==> src/rtl/core_pkg.sv <==
// Core-wide types shared by every pipeline block.
package core_pkg;

  localparam int XLEN = 64;

  typedef logic [XLEN-1:0] xlen_t;

endpackage

==> src/rtl/csr_regfile_pkg.sv <==
// Shared RV machine-mode CSR definitions: addresses, mstatus layout, misa encoding.
package csr_regfile_pkg;

  import core_pkg::*;

  typedef logic [11:0] csr_addr_t;

  localparam csr_addr_t CSR_MSTATUS  = 12'h300;
  localparam csr_addr_t CSR_MISA     = 12'h301;
  localparam csr_addr_t CSR_MTVEC    = 12'h305;
  localparam csr_addr_t CSR_MSCRATCH = 12'h340;
  localparam csr_addr_t CSR_MEPC     = 12'h341;
  localparam csr_addr_t CSR_MCAUSE   = 12'h342;
  localparam csr_addr_t CSR_MTVAL    = 12'h343;
  localparam csr_addr_t CSR_MHARTID  = 12'hF14;
  localparam csr_addr_t CSR_MCYCLE   = 12'hB00;
  localparam csr_addr_t CSR_MINSTRET = 12'hB02;
  localparam csr_addr_t CSR_CYCLE    = 12'hC00;
  localparam csr_addr_t CSR_INSTRET  = 12'hC02;

  localparam int MSTATUS_MIE    = 3;
  localparam int MSTATUS_MPIE   = 7;
  localparam int MSTATUS_MPP_LO = 11;
  localparam int MSTATUS_MPP_HI = 12;

  // MXL=2 (64-bit) in the top two bits, extensions I (bit 8) and M (bit 12)
  localparam xlen_t MISA_RV64IM = {2'b10, {(XLEN-28){1'b0}}, 26'h000_1100};

  // Machine-only hart: MPP is hardwired to M, everything but MIE/MPIE reads 0
  function automatic xlen_t mstatus_pack(input logic mie, input logic mpie);
    xlen_t v;
    v = '0;
    v[MSTATUS_MIE] = mie;
    v[MSTATUS_MPIE] = mpie;
    v[MSTATUS_MPP_HI:MSTATUS_MPP_LO] = 2'b11;
    return v;
  endfunction

endpackage

==> src/rtl/csr_if.sv <==
// CSR access bus between the execute stage and the CSR file.
interface csr_if;

  import core_pkg::*;
  import csr_regfile_pkg::*;

  csr_addr_t raddr;
  xlen_t     rdata;
  csr_addr_t waddr;
  xlen_t     wdata;
  logic      wvalid;

  modport slave  (input raddr, waddr, wdata, wvalid, output rdata);
  modport master (output raddr, waddr, wdata, wvalid, input rdata);

endinterface

==> src/rtl/csr_counter.sv <==
// 64-bit free-running counter with synchronous load that overrides the increment.
module csr_counter (
  input  logic        clk,
  input  logic        rstn,
  input  logic        inc_en,
  input  logic        load_en,
  input  logic [63:0] load_val,
  output logic [63:0] count
);

  logic [63:0] count_reg;

  always_ff @(posedge clk) begin
    if (!rstn) begin
      count_reg <= '0;
    end else if (load_en) begin
      count_reg <= load_val;
    end else if (inc_en) begin
      count_reg <= count_reg + 64'd1;
    end
  end

  assign count = count_reg;

endmodule

==> src/rtl/csr_regfile.sv <==
// Machine-mode CSR file with trap/mret sequencing.
// Define CSR_PERF_CNT_EN to include the mcycle/minstret counters and their user aliases.
module csr_regfile
  import core_pkg::*;
  import csr_regfile_pkg::*;
#(
  parameter xlen_t HARTID   = '0,
  parameter xlen_t MISA_VAL = MISA_RV64IM
) (
  input  logic            clk,
  input  logic            rstn,
  csr_if.slave            csr_io,
  input  logic            instret_i,
  input  logic            trap_valid_i,
  input  logic [XLEN-1:0] trap_pc_i,
  input  logic [XLEN-1:0] trap_cause_i,
  input  logic [XLEN-1:0] trap_tval_i,
  input  logic            mret_valid_i,
  output logic [XLEN-1:0] trap_vec_o,
  output logic [XLEN-1:0] mepc_o
);

  logic            mie_reg, mie_next;
  logic            mpie_reg, mpie_next;
  logic [XLEN-1:2] mtvec_reg, mtvec_next;
  logic [XLEN-1:2] mepc_reg, mepc_next;
  xlen_t           mscratch_reg, mscratch_next;
  xlen_t           mcause_reg, mcause_next;
  xlen_t           mtval_reg, mtval_next;

  logic wr_mstatus, wr_mtvec, wr_mscratch, wr_mepc, wr_mcause, wr_mtval;
  logic unused_bits;

  assign wr_mstatus  = csr_io.wvalid && (csr_io.waddr == CSR_MSTATUS);
  assign wr_mtvec    = csr_io.wvalid && (csr_io.waddr == CSR_MTVEC);
  assign wr_mscratch = csr_io.wvalid && (csr_io.waddr == CSR_MSCRATCH);
  assign wr_mepc     = csr_io.wvalid && (csr_io.waddr == CSR_MEPC);
  assign wr_mcause   = csr_io.wvalid && (csr_io.waddr == CSR_MCAUSE);
  assign wr_mtval    = csr_io.wvalid && (csr_io.waddr == CSR_MTVAL);

  always_comb begin
    mie_next      = mie_reg;
    mpie_next     = mpie_reg;
    mtvec_next    = mtvec_reg;
    mepc_next     = mepc_reg;
    mscratch_next = mscratch_reg;
    mcause_next   = mcause_reg;
    mtval_next    = mtval_reg;

    if (wr_mtvec)    mtvec_next    = csr_io.wdata[XLEN-1:2];
    if (wr_mscratch) mscratch_next = csr_io.wdata;

    // Trap beats mret; either event locks out software writes to the trap CSRs
    if (trap_valid_i) begin
      mepc_next   = trap_pc_i[XLEN-1:2];
      mcause_next = trap_cause_i;
      mtval_next  = trap_tval_i;
      mpie_next   = mie_reg;
      mie_next    = 1'b0;
    end else if (mret_valid_i) begin
      mie_next  = mpie_reg;
      mpie_next = 1'b1;
    end else begin
      if (wr_mstatus) begin
        mie_next  = csr_io.wdata[MSTATUS_MIE];
        mpie_next = csr_io.wdata[MSTATUS_MPIE];
      end
      if (wr_mepc)   mepc_next   = csr_io.wdata[XLEN-1:2];
      if (wr_mcause) mcause_next = csr_io.wdata;
      if (wr_mtval)  mtval_next  = csr_io.wdata;
    end
  end

  always_ff @(posedge clk) begin
    if (!rstn) begin
      mie_reg      <= 1'b0;
      mpie_reg     <= 1'b0;
      mtvec_reg    <= '0;
      mepc_reg     <= '0;
      mscratch_reg <= '0;
      mcause_reg   <= '0;
      mtval_reg    <= '0;
    end else begin
      mie_reg      <= mie_next;
      mpie_reg     <= mpie_next;
      mtvec_reg    <= mtvec_next;
      mepc_reg     <= mepc_next;
      mscratch_reg <= mscratch_next;
      mcause_reg   <= mcause_next;
      mtval_reg    <= mtval_next;
    end
  end

`ifdef CSR_PERF_CNT_EN
  // Index 0 is mcycle, index 1 is minstret
  logic [1:0]  cnt_inc;
  logic [1:0]  cnt_load;
  logic [63:0] cnt_val [2];

  assign cnt_inc  = {instret_i, 1'b1};
  assign cnt_load = {csr_io.wvalid && (csr_io.waddr == CSR_MINSTRET),
                     csr_io.wvalid && (csr_io.waddr == CSR_MCYCLE)};

  for (genvar gi = 0; gi < 2; gi++) begin : g_cnt
    csr_counter u_cnt (
      .clk      (clk),
      .rstn     (rstn),
      .inc_en   (cnt_inc[gi]),
      .load_en  (cnt_load[gi]),
      .load_val (csr_io.wdata),
      .count    (cnt_val[gi])
    );
  end

  assign unused_bits = ^trap_pc_i[1:0];
`else
  assign unused_bits = ^{trap_pc_i[1:0], instret_i};
`endif

  always_comb begin
    csr_io.rdata = '0;
    case (csr_io.raddr)
      CSR_MSTATUS:  csr_io.rdata = mstatus_pack(mie_reg, mpie_reg);
      CSR_MISA:     csr_io.rdata = MISA_VAL;
      CSR_MTVEC:    csr_io.rdata = {mtvec_reg, 2'b00};
      CSR_MSCRATCH: csr_io.rdata = mscratch_reg;
      CSR_MEPC:     csr_io.rdata = {mepc_reg, 2'b00};
      CSR_MCAUSE:   csr_io.rdata = mcause_reg;
      CSR_MTVAL:    csr_io.rdata = mtval_reg;
      CSR_MHARTID:  csr_io.rdata = HARTID;
`ifdef CSR_PERF_CNT_EN
      CSR_MCYCLE, CSR_CYCLE:     csr_io.rdata = cnt_val[0];
      CSR_MINSTRET, CSR_INSTRET: csr_io.rdata = cnt_val[1];
`endif
      default:      csr_io.rdata = '0;
    endcase
  end

  assign trap_vec_o = {mtvec_reg, 2'b00};
  assign mepc_o     = {mepc_reg, 2'b00};

endmodule

==> src/flat_wrapper.sv <==
// flat-port wrapper written by rule: the top's interface ports become plain ports
module csr_regfile_flat import core_pkg::*; import csr_regfile_pkg::*;
#(
  parameter xlen_t HARTID   = '0,
  parameter xlen_t MISA_VAL = MISA_RV64IM
)
  (clk, rstn, instret_i, trap_valid_i, trap_pc_i, trap_cause_i, trap_tval_i, mret_valid_i, trap_vec_o, mepc_o, csr_io_raddr, csr_io_waddr, csr_io_wdata, csr_io_wvalid, csr_io_rdata);
  csr_if csr_io_i ();
  input  logic clk;
  input  logic rstn;
  input  logic instret_i;
  input  logic trap_valid_i;
  input  logic [XLEN-1:0] trap_pc_i;
  input  logic [XLEN-1:0] trap_cause_i;
  input  logic [XLEN-1:0] trap_tval_i;
  input  logic mret_valid_i;
  output logic [XLEN-1:0] trap_vec_o;
  output logic [XLEN-1:0] mepc_o;
  input wire logic [$bits(csr_io_i.raddr)-1:0] csr_io_raddr;
  input wire logic [$bits(csr_io_i.waddr)-1:0] csr_io_waddr;
  input wire logic [$bits(csr_io_i.wdata)-1:0] csr_io_wdata;
  input wire logic [$bits(csr_io_i.wvalid)-1:0] csr_io_wvalid;
  output wire logic [$bits(csr_io_i.rdata)-1:0] csr_io_rdata;
  assign csr_io_i.raddr = csr_io_raddr;
  assign csr_io_i.waddr = csr_io_waddr;
  assign csr_io_i.wdata = csr_io_wdata;
  assign csr_io_i.wvalid = csr_io_wvalid;
  assign csr_io_rdata = csr_io_i.rdata;
  csr_regfile #(.HARTID(HARTID), .MISA_VAL(MISA_VAL)) u_core (.clk(clk), .rstn(rstn), .csr_io(csr_io_i), .instret_i(instret_i), .trap_valid_i(trap_valid_i), .trap_pc_i(trap_pc_i), .trap_cause_i(trap_cause_i), .trap_tval_i(trap_tval_i), .mret_valid_i(mret_valid_i), .trap_vec_o(trap_vec_o), .mepc_o(mepc_o));
endmodule
==> config.mk <==
export PLATFORM = sky130hd
export DESIGN_NAME = csr_regfile_flat
export DESIGN_NICKNAME = d
export VERILOG_FILES = /design/src/rtl/core_pkg.sv /design/src/rtl/csr_regfile_pkg.sv /design/src/rtl/csr_if.sv /design/src/rtl/csr_counter.sv /design/src/rtl/csr_regfile.sv /design/src/flat_wrapper.sv
export SDC_FILE = /design/constraint.sdc
export NUM_CORES = 1
export LEC_CHECK = 0
export BUFFER_PORTS_ARGS = -buffer_cell sky130_fd_sc_hd__buf_2
export CORE_UTILIZATION = 45
export DETAILED_ROUTE_END_ITERATION = 8
export PLACE_DENSITY = 0.68
export SETUP_SLACK_MARGIN = 0.02
export SLEW_MARGIN = 20
export SYNTH_ARGS = -nofsm -noshare
export SYNTH_HDL_FRONTEND = slang
export SYNTH_SLANG_ARGS = --single-unit
==> constraint.sdc <==
create_clock -name clk -period 1.9 [get_ports clk]
set_clock_uncertainty 0.15 [all_clocks]
set_input_delay 0.095 -clock clk [delete_from_list [all_inputs] [get_ports clk]]
set_output_delay 0.095 -clock clk [all_outputs]
set_load 0.05 [all_outputs]
==> results of run 1 <==
-- worst paths after layout --
path	to	slack, ns	cells past startpoint
worst min-delay path	u_core.mscratch_reg[27]	0.07	4
worst min register to register	u_core.mscratch_reg[10]	0.30	2
worst max register to register	u_core.mtvec_reg[42]	0.39	3
worst max-delay path	csr_io_rdata[63]	-0.23	5
-- power by group --
group / switching [mW] / internal [mW]
logic: 1.49 / 1.31
clock network: 2.88 / 4.31
registers: 0.199 / 6.96
total: 4.57 / 12.6
-- synth_stat cells (3+ instances only) --
library cell	count	area [sq um]
sky130_fd_sc_hd__nand3_1	3	15.0
sky130_fd_sc_hd__and4_1	3	26.3
sky130_fd_sc_hd__nand2b_1	3	18.8
sky130_fd_sc_hd__nand2_1	265	995
sky130_fd_sc_hd__or2_2	7	43.8
sky130_fd_sc_hd__mux2i_1	103	1030
sky130_fd_sc_hd__nand4_1	3	18.8
sky130_fd_sc_hd__nor2_1	104	390
sky130_fd_sc_hd__clkbuf_1	113	424
sky130_fd_sc_hd__a21oi_1	70	350
sky130_fd_sc_hd__buf_2	39	195
sky130_fd_sc_hd__buf_6	6	67.6
sky130_fd_sc_hd__a22oi_1	3	22.5
sky130_fd_sc_hd__dfxtp_1	318	6370
sky130_fd_sc_hd__a211oi_2	49	613
sky130_fd_sc_hd__a2bb2oi_1	31	272
sky130_fd_sc_hd__a22o_1	18	158
sky130_fd_sc_hd__mux4_2	19	428
sky130_fd_sc_hd__nor3_1	129	646
sky130_fd_sc_hd__a21boi_0	109	818
sky130_fd_sc_hd__a211oi_1	79	593
sky130_fd_sc_hd__o21ai_0	192	961
sky130_fd_sc_hd__buf_4	28	210
sky130_fd_sc_hd__and3_1	4	25.0
sky130_fd_sc_hd__nor4bb_1	5	50.1
sky130_fd_sc_hd__o22ai_1	3	18.8
sky130_fd_sc_hd__mux2_2	4	45.0
sky130_fd_sc_hd__nor2b_1	3	18.8
sky130_fd_sc_hd__a21boi_1	18	135
sky130_fd_sc_hd__a221o_1	45	450
-- metal layers --
metal  vias up  track usage, %  wire length [um]
li1       8090               -                 -
met5         -               0                13
met2      1339            62.6             32600
met3       350            7.51              7030
met4         2            23.5              4580
met1      8806            43.9             25600
-- logic make-up (layout without fill, tap and decap cells) --
kind of cell / Yosys count / in the layout / share of synthesized area, %
DFF: 318 / 318 / 40.9
and+or+nand+nor: 541 / 541 / 15.2
AOI/OAI and AO/OA: 621 / 621 / 28.4
muxes: 126 / 126 / 9.66
buffers and inverters: 189 / 986 / 5.83
other: 1 / 9 / 0.0241
-- what timing repair did --
action	in CTS	in global routing
hold buffers	331	2
cloned	7	2
resized for setup	220	58
pin swaps	38	39
hold endpoints to repair	318	15
endpoints found under the setup margin	64	99
setup buffers	24	15
-- layout make-up --
| type | instances | area (sq um) | share of cell area [%] |
|---|---|---|---|
| sequential | 318 | 6420 | 26.2 |
| timing repair buffer | 920 | 7740 | 31.5 |
| clock inverter | 10 | 135 | 0.550 |
| antenna | 5 | 12.5 | 0.0510 |
| clock buffer | 54 | 1070 | 4.36 |
| tap | 448 | 561 | 2.28 |
| inverter | 2 | 12.5 | 0.0510 |
| multi-input combinational | 1292 | 8590 | 35.0 |
-- per-stage QoR --
stage	power, mW	area (sq um)
2_1_floorplan	8.51	15600
3_3_place_gp	9.33	18700
3_5_place_dp	9.36	18700
4_1_cts	17.0	24300
5_1_grt	17.6	24500
6_report	17.1	24500
-- critical path, stage by stage (launching register included) --
cell                      delay, ns
sky130_fd_sc_hd__dfxtp_2       0.33
sky130_fd_sc_hd__mux2_4        0.28
sky130_fd_sc_hd__a22oi_2       0.16
sky130_fd_sc_hd__nor2_1        0.08
sky130_fd_sc_hd__a221o_1       0.33
sky130_fd_sc_hd__buf_6         0.18
==> impl_summary.md, run 1 <==
Timing
The count of final max-slew check failures is 0. Based on the critical path, the design can be clocked at up to around 470 MHz. The final critical-path share of the clock period is 112%.

Setup repair after global routing could not meet its margin everywhere. On the final layout, the worst hold slack is 0.0723 ns. For the pin with the worst max-slew slack, the measured transition is around 0.66 ns. The count of endpoints failing setup in the final report is 63. The worst slew slack as a fraction of its limit is 56.1%.

The minimum clock period is 2.13 ns. Once routing completed, OpenROAD measured the worst setup slack at -0.226 ns. The final hold violation count is 0. For the final routed database, the setup TNS stands at -3.94 ns.

Setup path
The required time of the worst setup path is 1.65 ns. The critical-path maximum fanout is 3. The worst flop-to-flop path startpoint is u_core.mtvec_reg[42]. STA puts the critical path data arrival time at 1.88 ns.

The start point of the critical path is u_core.mepc_reg[63]. The critical path in this run is classified as reg -> out. STA classifies the critical path startpoint as a register. The nature of the critical path endpoint is an output pin.

Job
The max-capacitance violation count is 0.

Clocking
The clock drives about 320 sinks. The source-to-sink clock delay at the later pin of the worst-skew pair is slightly above 0.5 ns. The root buffer cell is sky130_fd_sc_hd__clkbuf_16. In this run the deepest clock path goes through 3 buffers. The number of clock buffers added by TritonCTS is 36. The clock edge transition at the registers on the reported setup and hold paths is 0.06 ns. The H-tree was split into 2 levels.

The TritonCTS clock tree is built.

Detailed routing
In the routed layout, each cell is associated on average with a via count of 6.10. The overall routed net length is about 70000 um. The number of remaining DRC errors is 0. The via total after detailed routing is 18587. The first routing iteration left 1711 violations.

Dividing the detail-routed wire length by the instance count gives about 23 um. For this run, the detailed router's first-pass iteration total came to 5. The count of nets left with antenna violations once routing finished came out at 0.

Floorplan
The core region is 33800 sq um. The die covers between 30000 and 40000 sq um. The vertical extent of the die is 188 um. Measured along the x axis, the die boundary spans 188 um. The count of boundary I/O pins is 478. For this configuration, the core starts out at a cell density of 46.1%. The floorplan has 67 rows.

Place
The cell count after placement is 2611. The congestion estimate from routability-driven global placement came to around 0.90. In this run the tool buffered the top-level ports with 470 buffer cells. The worst setup slack before clock tree synthesis is -0.193 ns. The estimated wirelength of the detail-placed design is between 40000 and 50000 um.

Yosys
The synthesized netlist cell count is 1796. In this run, distinct cell masters in the synthesized netlist total 44. After synthesis, the share of flip-flops with an asynchronous set or reset is 0%. The register bit total from synthesis is 318. The number of warnings printed during yosys synthesis is 0.

The average size of a mapped cell is 8.67 sq um. After synthesis, flip-flops and latches occupy between 40% and 50% of the total area. Yosys mapped a number of flops with a built-in enable equal to 0. In the synthesized netlist the dominant register cell turns out to be sky130_fd_sc_hd__dfxtp_1. The post-synthesis cell area is 15600 sq um.

Layout
The top cell types in the final layout, fill and taps aside, are sky130_fd_sc_hd__buf_2 (398), sky130_fd_sc_hd__dlygate4sd3_1 (329), sky130_fd_sc_hd__dfxtp_1 (273), sky130_fd_sc_hd__nand2_1 (262), sky130_fd_sc_hd__o21ai_0 (190). After the last flow step, the layout net total stands at roughly 2900. After the flow finishes, the layout carries non-filler instances totaling 3049. The fraction of layout instances using a drive strength above 1 is 31.5%.

Leaving out fill and tap cells, the most frequent cell in the layout is sky130_fd_sc_hd__buf_2. The end-of-flow core utilization is between 70% and 80%. Relative to the synthesized area, the layout overhead comes to 57.6%.

The fill cell instance count of the final layout is 2350.

Power and ir drop
The worst ir drop on vdd is just under 600 uV. The power per cell area is 699 nW/um^2. Summed over all cells, the static leakage comes to approximately 10 nW.

Min path
In this run the most critical hold path is launched from rstn. The worst hold-check path type is in -> reg.

Global route
After global routing the overflow that remains totals 0. Entering global routing, the biggest net connects 84 pins. Global routing used 37.5% of the available tracks. The initial antenna violation count was 6.

The global-route wire length before repair is between 100000 and 150000 um. The number of global-route vias before repair is 18714.

Outcome
The flow ran to the end, but the final reports show violations. The checks that failed: setup timing.
Power figures use the tool's default switching activity.
==> run 2, diff against run 1 <==
- CORE_ASPECT_RATIO: default -> 1.5
==> impl_summary.md, run 2 (synthesized netlist as in run 1, its figures left out) <==
Power and ir drop
The analysis attributes to cell leakage a power of between 10 and 15 nW. The proportion of power drawn by flip-flops and latches is 42.7%. The internal portion of total power is 12.2 mW.

In this run, the combinational gates consume around 17% of the power. Dividing total power by cell area gives a power density of 676 nW/um^2. The worst ir drop on vdd is 737 uV.

The proportion of total power due to net switching is 27.4%. The part of the power in the clock network is 40.2%. In this run the power spent charging and discharging nets is 4.62 mW.

Setup path
The signal on the critical path passes through buf_8 > nor4_4 > buf_4 > and3_4 > and2_4 > buf_12 > buf_12 > buf_16 > a221o_1 > buf_6. The type of the setup path with the least slack is in -> out. The slowest cell on the critical path is sky130_fd_sc_hd__nor4_4. The required time of the worst setup path is 1.65 ns. The cell type with the highest occurrence count on the critical path is sky130_fd_sc_hd__buf_12. The critical-path maximum fanout is 6. The worst path buffer plus inverter count is 6. The data arrival time at the worst-slack endpoint is 1.86 ns. The nature of the critical path endpoint is an output pin. The largest single stage delay on the critical path is 0.33 ns.

The largest delay contributor family on the critical path is buffers and inverters. The worst setup path is launched from a primary input.

Floorplan
The horizontal die dimension is 154 um. The area of the die is 35400 sq um. The vertical extent of the die is 230 um. The initial utilization of the core area, before any placement, comes to 45.6%. In this run the standard cell core region covers about 34000 sq um. The count of boundary I/O pins is 478. The site row count is 83.

Min path
The worst hold-check path type is in -> reg.

Timing
The count of final max-slew check failures is 0. The actual slew at the worst max-slew pin is 1.14 ns. The worst slew slack as a fraction of its limit is 23.9%. Hold is met by 0.0144 ns. The final critical-path share of the clock period is 111%. The final hold violation count is 0. Setup violations remaining at the end of the flow were counted as 65. The setup slack after layout is -0.205 ns. The peak clock frequency supported by timing is 475 MHz. Setup repair after global routing could not meet its margin everywhere.

The minimum clock period is 2.10 ns.

Layout
The final design area excluding fillers is between 20000 and 25000 sq um. Counting the fill cells in the layout gives 2269. The layout overhead on the synthesized area is 59.9%. The final net count is 2887. The most common library cell in the layout ignoring fill and taps is sky130_fd_sc_hd__buf_2. The fraction of layout instances using a drive strength above 1 is around a third. The library cells used most frequently in the layout, excluding fill and tap cells, are sky130_fd_sc_hd__buf_2 (399), sky130_fd_sc_hd__dlygate4sd3_1 (351), sky130_fd_sc_hd__nand2_1 (262), sky130_fd_sc_hd__dfxtp_1 (257), sky130_fd_sc_hd__o21ai_0 (186). The area taken by flip-flops and latches is 6440 sq um. The area occupied by multi-input gates is 8730 sq um.

Clocking
The source-to-sink clock delay at the later pin of the worst-skew pair is 0.52 ns. The clock edge transition at the registers on the reported setup and hold paths is 0.06 ns. The maximum number of buffers from clock root to sink is 3. The H-tree generated during clock tree synthesis spans 2 levels. Clock tree synthesis found a total of 318 sinks. TritonCTS built the clock tree.

Counting the buffers created by CTS gives 34. The root buffer cell is sky130_fd_sc_hd__clkbuf_16.

Global route
The number of global-route vias before repair is 19466. The aggregate global routing overflow is 0. The first global-routing pass estimated 106000 um of wire. The initial antenna violation count is 13.

The pin count of the biggest net entering global routing is approximately 150. Global routing consumed, over all layers together, 38.7% of the routing resources.

Job
The max-capacitance violation count is 0.

Detailed routing
The via count normalized by instance count is 6.26. The via total after detailed routing is 19179. The number of DRC violations after detailed-routing iteration 0 is 1931. The length of the first detailed-routing pass in iterations is 6. Once detail routing completed, the nets flagged for antenna violations numbered 0. The overall routed net length is 74600 um. For this run, design rule violations remaining after detail routing come to 0.

In the final routed layout, each cell accounts on average for 24.3 um.

Outcome
The final reports fail on setup timing. The run finished, with violations left.

Place
The last weighted congestion value of the routability-driven placer is approximately 0.94. The HPWL after detailed placement is 39200 um. The count of port buffers added during placement is 470. The placed cell area is 18700 sq um.
-- run 2: cell count changes in the layout (fill, tap and decap cells not counted), moves of 6 or more --
cell,change
sky130_fd_sc_hd__dfxtp_1,-16
sky130_fd_sc_hd__diode_2,+9
sky130_fd_sc_hd__a21oi_2,+6
sky130_fd_sc_hd__mux2i_2,+12
sky130_fd_sc_hd__dlygate4sd3_1,+22
sky130_fd_sc_hd__mux2i_1,-16
sky130_fd_sc_hd__buf_6,-11
sky130_fd_sc_hd__buf_4,+16
sky130_fd_sc_hd__a21oi_1,-6
sky130_fd_sc_hd__dfxtp_2,+15
sky130_fd_sc_hd__buf_12,-6
-- run 2: final timing paths --
| kind | start | endpoint | slack [ns] | depth (start not counted) |
|---|---|---|---|---|
| max | csr_io_raddr[3] | csr_io_rdata[30] | -0.20 | 10 |
| min | trap_valid_i | u_core.mepc_reg[47] | 0.01 | 4 |
| max reg2reg | u_core.mepc_reg[11] | u_core.mepc_reg[11] | 0.38 | 4 |
| min reg2reg | u_core.mscratch_reg[50] | u_core.mscratch_reg[50] | 0.30 | 2 |
-- run 2: final cells by class --
class / count / area share [%]
multi-input combinational: 1292 / 35.0
clock buffer: 51 / 4.00
tap: 425 / 2.13
inverter: 2 / 0.0502
timing repair buffer: 953 / 32.4
antenna: 14 / 0.141
sequential: 318 / 25.9
clock inverter: 9 / 0.412
-- run 2: power groups by stage --
stage	combinational, mW	sequential [mW]	clock, mW
after floorplan	0.967	7.54	0
after global placement	2.02	7.27	0
after detailed placement	2.04	7.28	0
after CTS	2.68	7.15	6.76
after global routing	3.02	7.20	7.04
final	2.88	7.18	6.77
-- run 2: metrics by stage --
| stage | setup TNS (ns) | setup slack (ns) | total power, mW | cells | util, % |
|---|---|---|---|---|---|
| 6_report | -7.26 | -0.205 | 16.8 | 3064 | 72.9 |
| 5_1_grt | -8.37 | -0.208 | 17.3 | 3063 | 72.9 |
| 4_1_cts | -6.49 | -0.184 | 16.6 | 3034 | 71.1 |
| 3_5_place_dp | -17.97 | -0.429 | 9.32 | 2600 | 54.8 |
| 3_3_place_gp | -17.76 | -0.421 | 9.29 | 2600 | 54.8 |
| 2_1_floorplan | 0 | 0.0310 | 8.51 | 1799 | - |
-- run 2: worst register-to-register path: cells and delay by family, from the launching register on --
| kind | cells | cell delay [ns] |
|---|---|---|
| flops | 1 | 0.34 |
| mux | 1 | 0.12 |
| compound gates | 1 | 0.07 |
| buf+inv | 2 | 0.72 |
-- run 2: routing by layer --
| layer | vias up | track usage [%] | routed length [um] |
|---|---|---|---|
| li1 | 8183 | - | - |
| met5 | - | 0 | 14 |
| met2 | 1553 | 65.6 | 35400 |
| met1 | 8981 | 42.1 | 25700 |
| met3 | 460 | 7.65 | 7220 |
| met4 | 2 | 30.5 | 6280 |
-- run 2: repair_timing --
action	CTS	global route
endpoints found under the setup margin	64	157
gates cloned	6	9
pin swaps	20	31
hold endpoints to repair	318	1
hold buffers	361	1
resized for setup	202	107
setup buffers	8	16
